==> src/rtl/mul_seq_ctrl_pkg.sv <==
// Shared definitions for the multi-cycle multiply sequencer:
// default operand width, FSM state encodings and shared-adder operand selects.
package mul_seq_ctrl_pkg;

  localparam int unsigned MUL_WIDTH = 32;

  typedef enum logic [2:0] {
    ST_IDLE   = 3'd0,
    ST_ABS_A  = 3'd1,
    ST_ABS_B  = 3'd2,
    ST_MUL    = 3'd3,
    ST_NEG_LO = 3'd4,
    ST_NEG_HI = 3'd5,
    ST_DONE   = 3'd6
  } state_t;

  // Operand/carry-in selection for the single shared adder.
  typedef enum logic [1:0] {
    SEL_INV_MCAND = 2'd0,  // ~mcand + 0 + 1
    SEL_INV_LO    = 2'd1,  // ~lo    + 0 + 1
    SEL_INV_HI    = 2'd2,  // ~hi    + 0 + cy
    SEL_ACC       = 2'd3   //  hi    + mcand + 0
  } add_sel_t;

endpackage

==> src/rtl/mul_seq_ctrl_add32.sv <==
// add32: WIDTH-bit ripple-carry adder built from full-adder cells.
// Ports: a, b (addends), cin (carry in), sum (result), cout (carry out).
module add32 #(
  parameter int unsigned WIDTH = 32
) (
  input  logic [WIDTH-1:0] a,
  input  logic [WIDTH-1:0] b,
  input  logic             cin,
  output logic [WIDTH-1:0] sum,
  output logic             cout
);

  logic [WIDTH:0] c;

  assign c[0] = cin;

  // One full-adder cell per bit.
  for (genvar i = 0; i < WIDTH; i++) begin : g_fa
    assign sum[i]  = a[i] ^ b[i] ^ c[i];
    assign c[i+1]  = (a[i] & b[i]) | (c[i] & (a[i] ^ b[i]));
  end

  assign cout = c[WIDTH];

endmodule

==> src/rtl/mul_seq_ctrl.sv <==
// mul_seq_ctrl: multi-cycle signed/unsigned WIDTH x WIDTH multiplier that
// time-shares one ripple adder for operand negation, shift-add and product
// negation. Fixed 37-cycle accept-to-result latency.
// Ports:
//   clk, rst              clock, synchronous active-high reset
//   start_valid/ready     request handshake (ready only in IDLE)
//   sgn, A, B             signedness and operands, sampled at accept
//   res_valid/ready       result handshake; P held until res_ready
//   P                     2*WIDTH-bit product, kept until next completion
//   busy                  high in every state except IDLE
module mul_seq_ctrl
  import mul_seq_ctrl_pkg::*;
#(
  parameter int unsigned WIDTH = MUL_WIDTH
) (
  input  logic               clk,
  input  logic               rst,
  input  logic               start_valid,
  output logic               start_ready,
  input  logic               sgn,
  input  logic [WIDTH-1:0]   A,
  input  logic [WIDTH-1:0]   B,
  output logic               res_valid,
  input  logic               res_ready,
  output logic [2*WIDTH-1:0] P,
  output logic               busy
);

  localparam int unsigned CNT_W = $clog2(WIDTH);

  state_t            state;
  state_t            state_next;
  add_sel_t          sel;
  logic [CNT_W-1:0]  cnt;
  logic [WIDTH-1:0]  mcand;
  logic [WIDTH-1:0]  hi;
  logic [WIDTH-1:0]  lo;
  logic              sgn_q;
  logic              neg;
  logic              cy;

  logic [WIDTH-1:0]  add_a;
  logic [WIDTH-1:0]  add_b;
  logic              add_cin;
  logic [WIDTH-1:0]  add_sum;
  logic              add_cout;
  logic [WIDTH-1:0]  acc_hi;
  logic              acc_c;

  // State register.
  always_ff @(posedge clk) begin
    if (rst) state <= ST_IDLE;
    else     state <= state_next;
  end

  // Next-state and adder operand selection.
  always_comb begin
    state_next = state;
    sel        = SEL_ACC;
    case (state)
      ST_IDLE:   if (start_valid && start_ready) state_next = ST_ABS_A;
      ST_ABS_A:  begin sel = SEL_INV_MCAND; state_next = ST_ABS_B; end
      ST_ABS_B:  begin sel = SEL_INV_LO;    state_next = ST_MUL;   end
      ST_MUL: begin
        sel = SEL_ACC;
        if (cnt == CNT_W'(WIDTH - 1)) state_next = ST_NEG_LO;
      end
      ST_NEG_LO: begin sel = SEL_INV_LO; state_next = ST_NEG_HI; end
      ST_NEG_HI: begin sel = SEL_INV_HI; state_next = ST_DONE;   end
      // First DONE cycle publishes P; the handshake is taken from then on.
      ST_DONE:   if (res_valid && res_ready) state_next = ST_IDLE;
      default:   state_next = ST_IDLE;
    endcase
  end

  // Shared adder operand mux.
  always_comb begin
    add_a   = hi;
    add_b   = mcand;
    add_cin = 1'b0;
    case (sel)
      SEL_INV_MCAND: begin add_a = ~mcand; add_b = '0; add_cin = 1'b1; end
      SEL_INV_LO:    begin add_a = ~lo;    add_b = '0; add_cin = 1'b1; end
      SEL_INV_HI:    begin add_a = ~hi;    add_b = '0; add_cin = cy;   end
      default:       ;
    endcase
  end

  add32 #(.WIDTH(WIDTH)) u_add (
    .a    (add_a),
    .b    (add_b),
    .cin  (add_cin),
    .sum  (add_sum),
    .cout (add_cout)
  );

  // Partial-product accumulate: add mcand only when the multiplier LSB is set.
  assign acc_hi = lo[0] ? add_sum : hi;
  assign acc_c  = lo[0] & add_cout;

  // Datapath and registered outputs.
  always_ff @(posedge clk) begin
    if (rst) begin
      start_ready <= 1'b1;
      busy        <= 1'b0;
      res_valid   <= 1'b0;
      P           <= '0;
      cnt         <= '0;
      mcand       <= '0;
      hi          <= '0;
      lo          <= '0;
      sgn_q       <= 1'b0;
      neg         <= 1'b0;
      cy          <= 1'b0;
    end else begin
      start_ready <= (state_next == ST_IDLE);
      busy        <= (state_next != ST_IDLE);
      case (state)
        ST_IDLE: begin
          if (start_valid && start_ready) begin
            mcand <= A;
            lo    <= B;
            hi    <= '0;
            sgn_q <= sgn;
            neg   <= sgn & (A[WIDTH-1] ^ B[WIDTH-1]);
            cnt   <= '0;
            cy    <= 1'b0;
          end
        end
        ST_ABS_A: if (sgn_q && mcand[WIDTH-1]) mcand <= add_sum;
        ST_ABS_B: if (sgn_q && lo[WIDTH-1])    lo    <= add_sum;
        ST_MUL: begin
          // {c,hi,lo} >> 1 after the conditional add.
          hi  <= {acc_c, acc_hi[WIDTH-1:1]};
          lo  <= {acc_hi[0], lo[WIDTH-1:1]};
          cnt <= cnt + CNT_W'(1);
        end
        ST_NEG_LO: begin
          if (neg) {cy, lo} <= {add_cout, add_sum};
          else     cy       <= 1'b0;
        end
        ST_NEG_HI: if (neg) hi <= add_sum;
        ST_DONE: begin
          if (!res_valid) begin
            res_valid <= 1'b1;
            P         <= {hi, lo};
          end else if (res_ready) begin
            res_valid <= 1'b0;
          end
        end
        default: ;
      endcase
    end
  end

endmodule
==> config.mk <==
export PLATFORM = sky130hd
export DESIGN_NAME = mul_seq_ctrl
export DESIGN_NICKNAME = d
export VERILOG_FILES = /design/src/rtl/mul_seq_ctrl_pkg.sv /design/src/rtl/mul_seq_ctrl_add32.sv /design/src/rtl/mul_seq_ctrl.sv
export SDC_FILE = /design/constraint.sdc
export NUM_CORES = 1
export LEC_CHECK = 0
export ABC_AREA = 1
export CORE_MARGIN = 4
export CORE_UTILIZATION = 50
export DETAILED_ROUTE_END_ITERATION = 8
export PLACE_DENSITY = 0.74
export SYNTH_ARGS = -nofsm -noshare
export SYNTH_HDL_FRONTEND = slang
export SYNTH_HIERARCHICAL = 1
export SYNTH_SLANG_ARGS = --single-unit
==> constraint.sdc <==
create_clock -name clk -period 16.6 [get_ports clk]
set_clock_uncertainty 0.05 [all_clocks]
set_input_delay 3.32 -clock clk [delete_from_list [all_inputs] [get_ports clk]]
set_output_delay 3.32 -clock clk [all_outputs]
set_load 0.005 [all_outputs]
==> impl_metrics.prom <==
# TYPE chip_impl_metric gauge
chip_impl_info{name="outcome",value="finished clean"} 1
chip_impl_metric{name="cts_hold_buffers",unit=""} 0
chip_impl_metric{name="drc_errors",unit=""} 0
chip_impl_metric{name="die_w",unit="um"} 149
chip_impl_metric{name="power_density",unit="nW/um2"} 189
chip_impl_metric{name="grt_first_pass_wirelength",unit="um"} 49500
chip_impl_info{name="rsz0062_at_grt",value="no"} 1
chip_impl_metric{name="slew_viol_final",unit=""} 0
chip_impl_info{name="worst_min_path_start",value="cnt[3]$_SDFFE_PP0P_"} 1
chip_impl_metric{name="clock_pin_slew_on_the_worst_setup_and_hold_paths",unit="ns"} 0.07
chip_impl_metric{name="cts.path.max_buffers",unit=""} 2
chip_impl_info{name="worst_path_max_delay_cell",value="sky130_fd_sc_hd__nand2_2"} 1
chip_impl_metric{name="viasPerCell",unit=""} 5.43
chip_impl_info{name="timing.rr.start",value="state[0]$_SDFF_PP0_"} 1
chip_impl_metric{name="total_power",unit="W"} 0.00226
chip_impl_metric{name="syn-mean-instance-area",unit="um2"} 6.41
chip_impl_metric{name="power_leakage",unit="nW"} 5.57
chip_impl_metric{name="cp.buffers_inverters",unit=""} 5
chip_impl_metric{name="seq_area_frac_synth",unit=""} 0.350
chip_impl_metric{name="coreArea",unit="um2"} 19500
chip_impl_metric{name="share_of_the_synthesized_area_in_the_top_cell_type",unit=""} 0.350
chip_impl_metric{name="first_iter_violations",unit=""} 895
chip_impl_metric{name="detail_route.first_pass.iterations",unit=""} 5
chip_impl_info{name="post_synth_most_frequent_cells",value="sky130_fd_sc_hd__nand2_1, sky130_fd_sc_hd__nor2_1, sky130_fd_sc_hd__dfxtp_1"} 1
chip_impl_metric{name="grt_pass1_vias",unit=""} 9692
chip_impl_info{name="yosysMostFrequentCell",value="sky130_fd_sc_hd__nand2_1"} 1
chip_impl_metric{name="post-place-cells",unit=""} 1866
chip_impl_metric{name="finalNetCount",unit=""} 1723
chip_impl_metric{name="postSynthNetCount",unit=""} 1653
chip_impl_info{name="synth_top_cells_by_area",value="sky130_fd_sc_hd__dfxtp_1, sky130_fd_sc_hd__nand2_1, sky130_fd_sc_hd__nor2_1, sky130_fd_sc_hd__o21ai_0, sky130_fd_sc_hd__fa_1"} 1
chip_impl_metric{name="worst_skew_pair.late_latency",unit="ns"} 0.44
chip_impl_metric{name="row_count",unit=""} 51
chip_impl_metric{name="worst_ir_drop_vdd",unit="mV"} 0.110
chip_impl_metric{name="setup_violations",unit=""} 0
chip_impl_metric{name="overall_track_demand_over_capacity_in_global_routing",unit=""} 0.274
chip_impl_metric{name="utilization",unit=""} 0.611
chip_impl_metric{name="final_antenna_net_count",unit=""} 0
chip_impl_metric{name="critical_path_arrival",unit="ns"} 15.65
chip_impl_metric{name="crit_required",unit="ns"} 16.92
chip_impl_metric{name="fmax",unit="GHz"} 0.0652
chip_impl_metric{name="register_area",unit="um2"} 3480
chip_impl_metric{name="synthCells",unit=""} 1550
chip_impl_metric{name="num_io_pins",unit=""} 136
chip_impl_metric{name="overall_die_area",unit="um2"} 22200
chip_impl_metric{name="post_route_cells_drive_above_1_share",unit=""} 0.0398
chip_impl_info{name="critPathKind",value="reg2reg"} 1
chip_impl_metric{name="area_delta_synth_final",unit="%"} 20.1
chip_impl_metric{name="maxCapViolCount",unit=""} 0
chip_impl_metric{name="number_of_antenna_violations_at_the_first_check_in_global_routing",unit=""} 0
chip_impl_info{name="cp_top_family",value="adder cells"} 1
chip_impl_metric{name="syn-cell-area",unit="um2"} 9940
chip_impl_metric{name="postCtsSetupBuffers",unit=""} 0
chip_impl_info{name="synth_flop_cell",value="sky130_fd_sc_hd__dfxtp_1"} 1
chip_impl_metric{name="multi_input_comb_area",unit="um2"} 5560
chip_impl_metric{name="postSynthRegisterBits",unit=""} 174
chip_impl_metric{name="port_buffers",unit=""} 135
chip_impl_metric{name="grt_max_degree",unit=""} 96
chip_impl_metric{name="die_height",unit="um"} 149
chip_impl_metric{name="hold_viol_final",unit=""} 0
chip_impl_metric{name="fill_cells",unit=""} 1863
chip_impl_metric{name="final.setup.worst_slack",unit="ns"} 1.27
chip_impl_metric{name="fin_tns_setup",unit="ns"} 0
chip_impl_metric{name="slew_headroom",unit=""} 0.267
chip_impl_metric{name="synth-warning-count",unit=""} 6
chip_impl_metric{name="worst_slew_pin_slew",unit="ns"} 1.10
chip_impl_metric{name="grt_remaining_overflow",unit=""} 0
chip_impl_metric{name="synth_edf_count",unit=""} 0
chip_impl_info{name="synth_area_leader_cell",value="sky130_fd_sc_hd__dfxtp_1"} 1
chip_impl_metric{name="floorplan.initialDensity",unit=""} 0.509
chip_impl_metric{name="synth.distinct_cells",unit=""} 23
chip_impl_info{name="tritoncts",value="built"} 1
chip_impl_info{name="crit_path_launch_type",value="flip-flop"} 1
chip_impl_metric{name="cts_htree_levels",unit=""} 4
chip_impl_info{name="critical_path.startpoint",value="state[0]$_SDFF_PP0_"} 1
chip_impl_metric{name="finalWeightedCongestion",unit=""} 0.925
chip_impl_metric{name="count_of_instances_resized_after_the_clock_tree_is_built",unit=""} 0
chip_impl_metric{name="place.detailed.hpwl",unit="um"} 19400
chip_impl_metric{name="period_share",unit=""} 0.924
chip_impl_metric{name="post-place-ws",unit="ns"} 1.48
chip_impl_metric{name="number_of_cts_inserted_buffers",unit=""} 17
chip_impl_metric{name="num_antenna_cells",unit=""} 0
chip_impl_metric{name="synth_async_sr_flop_share",unit=""} 0
chip_impl_metric{name="detail_route.wl_per_cell",unit="um"} 16.0
chip_impl_metric{name="clock_sink_count",unit=""} 174
chip_impl_info{name="critical_path.endpoint_type",value="flip-flop"} 1
chip_impl_info{name="cts-root-buf",value="sky130_fd_sc_hd__clkbuf_16"} 1
chip_impl_metric{name="critical-path-max-stage-delay",unit="ns"} 0.61
chip_impl_metric{name="critPathMaxFanout",unit=""} 35
chip_impl_info{name="worst_path_most_repeated_cell",value="sky130_fd_sc_hd__fa_1"} 1
chip_impl_metric{name="fin_crit",unit="ns"} 15.33
chip_impl_metric{name="via_count",unit=""} 10298
chip_impl_metric{name="finalWirelength",unit="um"} 30400
chip_impl_info{name="hp-class",value="reg2reg"} 1
chip_impl_metric{name="final_cell_count_no_fill",unit=""} 1897
==> cell families after synthesis <==
family,count (synthesis),share of synthesized area
simple gates,844,0.337
compound gates,272,0.153
buf+inv,225,0.0921
flops,174,0.350
xor+xnor,1,0.000881
fa+ha+maj,34,0.0670
==> path summary, 6_finish.rpt <==
check                                      endpoint  slack, ns  cells after the start
worst min-delay path            cnt[3]$_SDFFE_PP0P_       0.41                      2
worst max-delay path            hi[30]$_SDFFE_PP0P_       1.27                     48
worst max register to register  hi[30]$_SDFFE_PP0P_       1.27                     48
worst min register to register  cnt[3]$_SDFFE_PP0P_       0.41                      2
==> stage by stage <==
step	hold WS, ns	cell area (um2)
finish	0.411	11900
global route	0.459	11900
CTS	0.419	11900
detailed placement	0.408	11300
global placement	0.400	11300
floorplan	0.389	9940
==> flip-flops by register name, indices dropped and copies added (netlist names) <==
register,count
hi,32
busy,1
mcand,32
lo,32
state,3
res_valid,1
start_ready,1
cnt,5
cy,1
neg,1
sgn_q,1
P,64
==> cells in the final DEF, fill, tap and decap left out <==
| master | count |
|---|---|
| sky130_fd_sc_hd__nand2_1 | 394 |
| sky130_fd_sc_hd__nor2_1 | 324 |
| sky130_fd_sc_hd__dfxtp_1 | 174 |
| sky130_fd_sc_hd__clkdlybuf4s50_1 | 135 |
| sky130_fd_sc_hd__o21ai_0 | 134 |
| sky130_fd_sc_hd__inv_1 | 116 |
| sky130_fd_sc_hd__nand3_1 | 111 |
| sky130_fd_sc_hd__a21oi_1 | 75 |
| sky130_fd_sc_hd__o21bai_1 | 32 |
| sky130_fd_sc_hd__fa_1 | 32 |
| sky130_fd_sc_hd__o211ai_1 | 30 |
| sky130_fd_sc_hd__buf_4 | 19 |
| sky130_fd_sc_hd__clkbuf_16 | 17 |
| sky130_fd_sc_hd__inv_2 | 5 |
| sky130_fd_sc_hd__nand4_1 | 4 |
| sky130_fd_sc_hd__clkinv_4 | 4 |
| sky130_fd_sc_hd__nand2_2 | 3 |
| sky130_fd_sc_hd__nor2_2 | 3 |
| sky130_fd_sc_hd__nor2_4 | 3 |
| sky130_fd_sc_hd__clkbuf_8 | 3 |
| sky130_fd_sc_hd__bufinv_16 | 3 |
| sky130_fd_sc_hd__nand3_2 | 2 |
| sky130_fd_sc_hd__ha_1 | 2 |
| sky130_fd_sc_hd__clkbuf_1 | 2 |
| sky130_fd_sc_hd__clkinv_2 | 2 |
| sky130_fd_sc_hd__inv_4 | 1 |
| sky130_fd_sc_hd__o21ai_1 | 1 |
| sky130_fd_sc_hd__xor2_1 | 1 |
==> metal layers <==
metal	up-vias	part of all wire	track usage
met4	0	0.032	0.100
li1	5027	-	-
met5	-	0	0
met3	74	0.092	0.0602
met2	479	0.46	0.437
met1	4718	0.42	0.367
==> power by group <==
group / total, W / internal, W / switching [W]
registers: 0.000629 / 0.000531 / 0.0000978
clock network: 0.000422 / 0.000249 / 0.000173
logic: 0.00121 / 0.000399 / 0.000810
==> cell type report <==
cell class	count	area share
Multi-Input combinational cell	1151	0.466
Sequential cell	174	0.292
Timing Repair Buffer	154	0.125
Clock buffer	22	0.0397
Inverter	122	0.0386
Tap cell	265	0.0278
Clock inverter	9	0.0113
==> tightest hold or removal path, stage by stage, from the launching register on <==
cell                      delay (ns)
sky130_fd_sc_hd__dfxtp_1        0.31
sky130_fd_sc_hd__nand2_1        0.06
sky130_fd_sc_hd__a21oi_1        0.05
Power figures use the tool's default switching activity.
